==> src/rtl/cb_multi.sv <==
// Clocked N-way branch cell. It captures one upstream token and steers it to one
// output channel or to all of them. Tokens with an invalid destination are dropped and counted.
module cb_multi #(
    parameter int NUM_OUT = 4,
    parameter int DATA_W  = 16,
    parameter int SEL_W   = $clog2(NUM_OUT),
    parameter int CNT_W   = 8
) (
    input  logic               CLK,
    input  logic               MR_n,
    input  logic               Send_in,
    input  logic [DATA_W-1:0]  Data_in,
    input  logic [SEL_W-1:0]   Sel_in,
    input  logic               Bcast_in,
    output logic               Ack_out,
    output logic [NUM_OUT-1:0] Send_out,
    output logic [DATA_W-1:0]  Data_out,
    input  logic [NUM_OUT-1:0] Ack_in,
    output logic               CP,
    output logic               Busy,
    output logic [CNT_W-1:0]   Drop_cnt
);

    localparam logic [1:0] IDLE    = 2'd0;
    localparam logic [1:0] SEND    = 2'd1;
    localparam logic [1:0] RELEASE = 2'd2;

    logic [1:0]         state;
    logic [NUM_OUT-1:0] mask;
    logic [DATA_W-1:0]  data_q;
    logic [NUM_OUT-1:0] load_mask;
    logic               sel_ok;
    logic               all_acked;
    logic               none_acked;

    always_comb begin
        sel_ok    = (32'(Sel_in) < NUM_OUT);
        load_mask = '0;
        if (Bcast_in)
            load_mask = '1;
        else if (sel_ok)
            load_mask = {{(NUM_OUT-1){1'b0}}, 1'b1} << Sel_in;
    end

    // Ack bits outside the addressed mask never influence completion or release.
    assign all_acked  = ((Ack_in & mask) == mask);
    assign none_acked = ((Ack_in & mask) == '0);
    assign Busy       = (state != IDLE);
    assign Data_out   = data_q;

    always_ff @(posedge CLK or negedge MR_n) begin
        if (!MR_n) begin
            state    <= IDLE;
            mask     <= '0;
            data_q   <= '0;
            Ack_out  <= 1'b0;
            Send_out <= '0;
            CP       <= 1'b0;
            Drop_cnt <= '0;
        end else begin
            CP <= 1'b0;
            case (state)
                IDLE: begin
                    if (Send_in) begin
                        data_q <= Data_in;
                        mask   <= load_mask;
                        CP     <= 1'b1;
                        if (load_mask != '0) begin
                            state    <= SEND;
                            Send_out <= load_mask;
                        end else begin
                            // Dropped token: skip SEND and acknowledge upstream directly.
                            state   <= RELEASE;
                            Ack_out <= 1'b1;
                            if (Drop_cnt != {CNT_W{1'b1}})
                                Drop_cnt <= Drop_cnt + CNT_W'(1);
                        end
                    end
                end
                SEND: begin
                    if (all_acked) begin
                        state    <= RELEASE;
                        Send_out <= '0;
                        Ack_out  <= 1'b1;
                    end
                end
                RELEASE: begin
                    if (!Send_in && none_acked) begin
                        state   <= IDLE;
                        Ack_out <= 1'b0;
                    end
                end
                default: begin
                    state    <= IDLE;
                    Send_out <= '0;
                    Ack_out  <= 1'b0;
                end
            endcase
        end
    end

endmodule

==> config.mk <==
export PLATFORM = sky130hd
export DESIGN_NAME = cb_multi
export DESIGN_NICKNAME = d
export VERILOG_FILES = /design/src/rtl/cb_multi.sv
export SDC_FILE = /design/constraint.sdc
export NUM_CORES = 1
export LEC_CHECK = 0
export CORE_ASPECT_RATIO = 1.5
export CORE_MARGIN = 4
export CORE_UTILIZATION = 46
export CTS_CLUSTER_DIAMETER = 40
export DETAILED_ROUTE_END_ITERATION = 8
export PLACE_DENSITY = 0.92
export SETUP_SLACK_MARGIN = 0.1
export SYNTH_ARGS = -nofsm -noshare
export SYNTH_HDL_FRONTEND = slang
export SYNTH_SLANG_ARGS = --single-unit
==> constraint.sdc <==
create_clock -name CLK -period 3.9 [get_ports CLK]
set_input_delay 0.39 -clock CLK [delete_from_list [all_inputs] [get_ports CLK]]
set_output_delay 0.39 -clock CLK [all_outputs]
set_load 0.1 [all_outputs]
==> impl_metrics.toml, run 1 <==
[cells_and_area]
drive_gt1_frac = 0.1488
layout_commonest_cell = "clkdlybuf4s50_1"
areaGrowthSynthToFinish_pct = 42.66
final_nets = 193
multiInputGateArea_um2 = 508.0
fill_cells = 194
seq_area_um2 = 900.9
antenna_cells = 0
final_cell_mix = "56 x clkdlybuf4s50_1, 36 x dfrtp_1, 10 x mux2_4"

[setup_path]
crit_fanout = 11
r2r_slack_ps = 2130
crit_arrival_ps = 2140
required_ps = 3510
worstSetupStartpointType = "flip-flop"
r2r_cells = 3
crit_end = "Busy"
reg2reg_from = "state[0]"
path_class = "reg -> out"
crit_path_start = "state[0]"
end_kind = "output pin"
r2r-end = "Data_out[0]"

[sta]
slew_violations = 0
slew_headroom = 0.3302
tns_ps = 0
tightest_slew_ps = 1002
skew_ps = 4.883
period_share = 0.6491
finalSetupViolations = 0
rsz0062_at_grt = "false"
min_period_ps = 2531
max_freq_ghz = 0.3950
hold_viol_final = 0

[synth]
ys.warnings.count = 0
synthDistinctLibCells = 27
seq_area_frac_synth = 0.5975
avgSynthCellArea_um2 = 13.23
ys_seq_elements = 36
syn_area_um2 = 1508
syn_inst = 114
syn-num-nets = 140
yosys.area.top_type = "dfrtp_1"
synth_top_area_frac = 0.5975
synthTopCellsByArea = "dfrtp_1 60%, mux2_4 10%, mux2_2 3.0%"

[placed_design]
io_buffers = 56
dp_hpwl_um = 2815
routabilityCongestion = 0.7522

[routing]
drc_errors = 0
vias_per_cell = 5.096
drtAntennaViolNets = 0
drtIter0Drc = 20
post_drt_wl_per_cell_um = 17.46
dr.pass1.iters = 4
wirelength_um = 3632
via_count = 1060

[cts]
insertion_delay_ps = 280
cts_sinks = 36
numCtsBuffers = 5
ctsResizeCount = 0
htreeDepth = 2
post_cts_buffers = 0
cts_buffer_depth = 2
clk_pin_slew_ps = 70
cts_tree = "done"
postCtsHoldBufs = 0
cts-root-buf = "clkbuf_8"

[global_routing]
grt_pass1_vias = 1163
grt.overflow.total = 0
grt_pass1_wl_um = 5540
track_usage = 0.1823
grt_max_degree = 37
antenna_found_initial = 0

[worst_hold_path]
hp-class = "reg -> reg"

[floorplanning]
initial_core_util = 0.4772
die-width_um = 54.75
die-area_um2 = 4276
core_area_um2 = 3159
ios = 57
fp.dieH_um = 78.12
std_cell_rows = 25

[run]
cap_violations = 0

[status]
status = "finished, final reports clean"
[registers in the layout, summed over array words and instances, names as in the netlist]
name / flops
Drop_cnt: 8
mask: 4
Ack_out: 1
CP: 1
Data_out: 16
state: 2
Send_out: 4
[cell type report]
class | instances | area share
Multi-Input combinational cell | 59 | 0.2362
Inverter | 7 | 0.01222
Clock buffer | 8 | 0.04188
Sequential cell | 36 | 0.4188
Timing Repair Buffer | 58 | 0.2676
Tap cell | 40 | 0.02327
[synthesized netlist by cell type (all sizes together)]
cell type  instances
nor2               7
nor3b              1
and2b              2
nor4               1
o21bai             1
nor2b              6
a21oi              5
nor3               2
or2                1
o32ai              4
clkbuf             8
a211oi             1
a222oi             1
and2               1
buf                4
o21ai              4
inv                7
a221o              1
mux2              17
a22o               1
dfrtp             36
o41ai              1
nand2b             2
[worst min-delay path by stage]
stage | slack (ps) | end | start | cells after the start
CTS | 380 | Drop_cnt[3] | Drop_cnt[3] | 0
detailed placement | 370 | Drop_cnt[3] | Drop_cnt[3] | 0
global route | 390 | Drop_cnt[4] | Drop_cnt[4] | 0
finish | 380 | Drop_cnt[7] | Drop_cnt[7] | 0
floorplan | 90 | Ack_out | MR_n | 0
global placement | 360 | Drop_cnt[4] | Drop_cnt[4] | 0
[through the flow]
| stage | utilization | hold WS (ps) | cells | instance area, um^2 | worst slack, ps |
|---|---|---|---|---|---|
| global route | 0.6808 | 387.3 | 208 | 2151 | 1320 |
| floorplan | - | 94.41 | 114 | 1508 | 2463 |
| global placement | 0.6523 | 363.8 | 200 | 2061 | 1699 |
| detailed placement | 0.6523 | 365.1 | 200 | 2061 | 1673 |
| CTS | 0.6808 | 379.8 | 208 | 2151 | 1358 |
| finish | 0.6808 | 375.4 | 208 | 2151 | 1369 |
[cell families (layout without fill, tap and decap cells)]
family | after synthesis | in the layout | synth area share
simple gates | 23 | 23 | 0.09213
buf+inv | 19 | 73 | 0.06556
flops | 36 | 36 | 0.5975
compound gates | 19 | 19 | 0.09295
mux | 17 | 17 | 0.1519
[critical path: stages, from the launching register on]
cell	delay [ps]
dfrtp_1	550
or2_2	170
clkdlybuf4s50_1	1130
[per-layer routing]
| layer | share of wire | track usage | up-vias | wire length, um |
|---|---|---|---|---|
| met4 | 0.019 | 0.08728 | 0 | 70 |
| met3 | 0.12 | 0.07590 | 9 | 422 |
| met2 | 0.50 | 0.3104 | 58 | 1813 |
| li1 | - | - | 493 | - |
| met5 | 0 | 0 | - | 0 |
| met1 | 0.37 | 0.1800 | 500 | 1326 |
Power of run 1 is not shown: default switching activity piles up to over one toggle a cycle in this logic, so the estimate is an artifact.
==> run 2, diff against run 1 <==
CORE_UTILIZATION = 39   (was 46)
PLACE_DENSITY = 0.84   (was 0.92)
clock period = 2.2 ns   (was 3.9 ns; I/O delays follow)
==> impl_metrics.toml, run 2 (same netlist as run 1, synthesis figures left out) <==
[status]
status = "finished, final reports clean"

[cells_and_area]
drive_gt1_frac = 0.3473
multiInputGateArea_um2 = 508.0
areaGrowthSynthToFinish_pct = 36.76
seq_area_um2 = 900.9
layout_commonest_cell = "dfrtp_1"
final_cell_mix = "36 x dfrtp_1, 32 x buf_4, 24 x clkdlybuf4s50_1"
final_nets = 192
antenna_cells = 0
fill_cells = 328
largest_reg_flops = 16

[floorplanning]
std_cell_rows = 27
die-width_um = 58.77
core_area_um2 = 3716
initial_core_util = 0.4057
ios = 57
fp.dieH_um = 84.15
die-area_um2 = 4945

[cts]
insertion_delay_ps = 280
ctsResizeCount = 0
numCtsBuffers = 5
htreeDepth = 2
cts_tree = "done"
postCtsHoldBufs = 0
cts_sinks = 36
post_cts_buffers = 0
clk_pin_slew_ps = 70
cts-root-buf = "clkbuf_8"
cts_buffer_depth = 2

[setup_path]
reg2reg_from = "state[0]"
crit_arrival_ps = 1360
r2r_cells = 3
path_class = "reg -> out"
required_ps = 1980
r2r_slack_ps = 630
crit_path_start = "state[0]"
end_kind = "output pin"
worstSetupStartpointType = "flip-flop"
r2r-end = "Data_out[0]"
crit_fanout = 11

[sta]
tightest_slew_ps = 765.1
tns_ps = 0
hold_viol_final = 0
finalSetupViolations = 0
slew_violations = 0
max_freq_ghz = 0.6336
rsz0062_at_grt = "false"
period_share = 0.7174
min_period_ps = 1578
skew_ps = 5.772
slew_headroom = 0.4899

[global_routing]
grt.overflow.total = 0
grt_pass1_wl_um = 5264
antenna_found_initial = 0
grt_pass1_vias = 1094
track_usage = 0.1414
grt_max_degree = 37

[placed_design]
routabilityCongestion = 0.7786
io_buffers = 56
dp_hpwl_um = 2501

[run]
cap_violations = 0

[routing]
wirelength_um = 3163
drc_errors = 0
dr.pass1.iters = 4
drtAntennaViolNets = 0
post_drt_wl_per_cell_um = 15.06
vias_per_cell = 4.771
via_count = 1002
drtIter0Drc = 31

[worst_hold_path]
hp-class = "in -> async"
==> run 2: cell count changes in the layout (fill, tap and decap cells not counted) <==
| cell | before | now |
|---|---|---|
| buf_4 | 2 | 32 |
| clkbuf_8 | 6 | 5 |
| clkinv_2 | 0 | 2 |
| buf_2 | 0 | 1 |
| clkdlybuf4s50_1 | 56 | 24 |
| clkinv_4 | 0 | 1 |
| clkbuf_1 | 2 | 0 |
==> run 2: through the flow <==
step	setup slack, ps	hold slack [ps]	std cells	utilization	area [um^2]
after detailed placement	385.6	342.1	202	0.5313	1974
after CTS	611.8	34.32	210	0.5549	2062
after global routing	572.1	68.67	210	0.5549	2062
after global placement	421.4	321.1	202	0.5313	1974
final	621.8	13.33	210	0.5549	2062
after floorplan	775.7	-75.59	114	-	1508
==> run 2: routing by layer <==
metal  vias up  track usage  part of all wire
met5         -            0                 0
met4         0      0.06804             0.018
met3         5      0.03538             0.047
met2        24       0.2435              0.57
met1       481       0.1571              0.37
li1        492            -                 -
==> run 2: area by class of cell <==
class,count,share of cell area
inverters,7,0.01274
multi-input cells,59,0.2464
repair buffers,57,0.2354
clock buffers,5,0.03337
clock inverters,3,0.009102
well taps,43,0.02609
flip-flops and latches,36,0.4369
==> run 2: worst max-delay path by stage <==
stage | to | slack (ps) | cells past startpoint
final | Busy | 620 | 2
after global placement | Data_out[3] | 420 | 4
after global routing | Busy | 570 | 2
after CTS | Busy | 610 | 2
after floorplan | Data_out[10] | 780 | 4
after detailed placement | Data_out[0] | 390 | 4
==> run 2: critical path, stage by stage, from the launching register on <==
cell	delay (ps)
dfrtp_1	520
or2_2	330
buf_4	230
Power of run 2 is left out for the same reason.
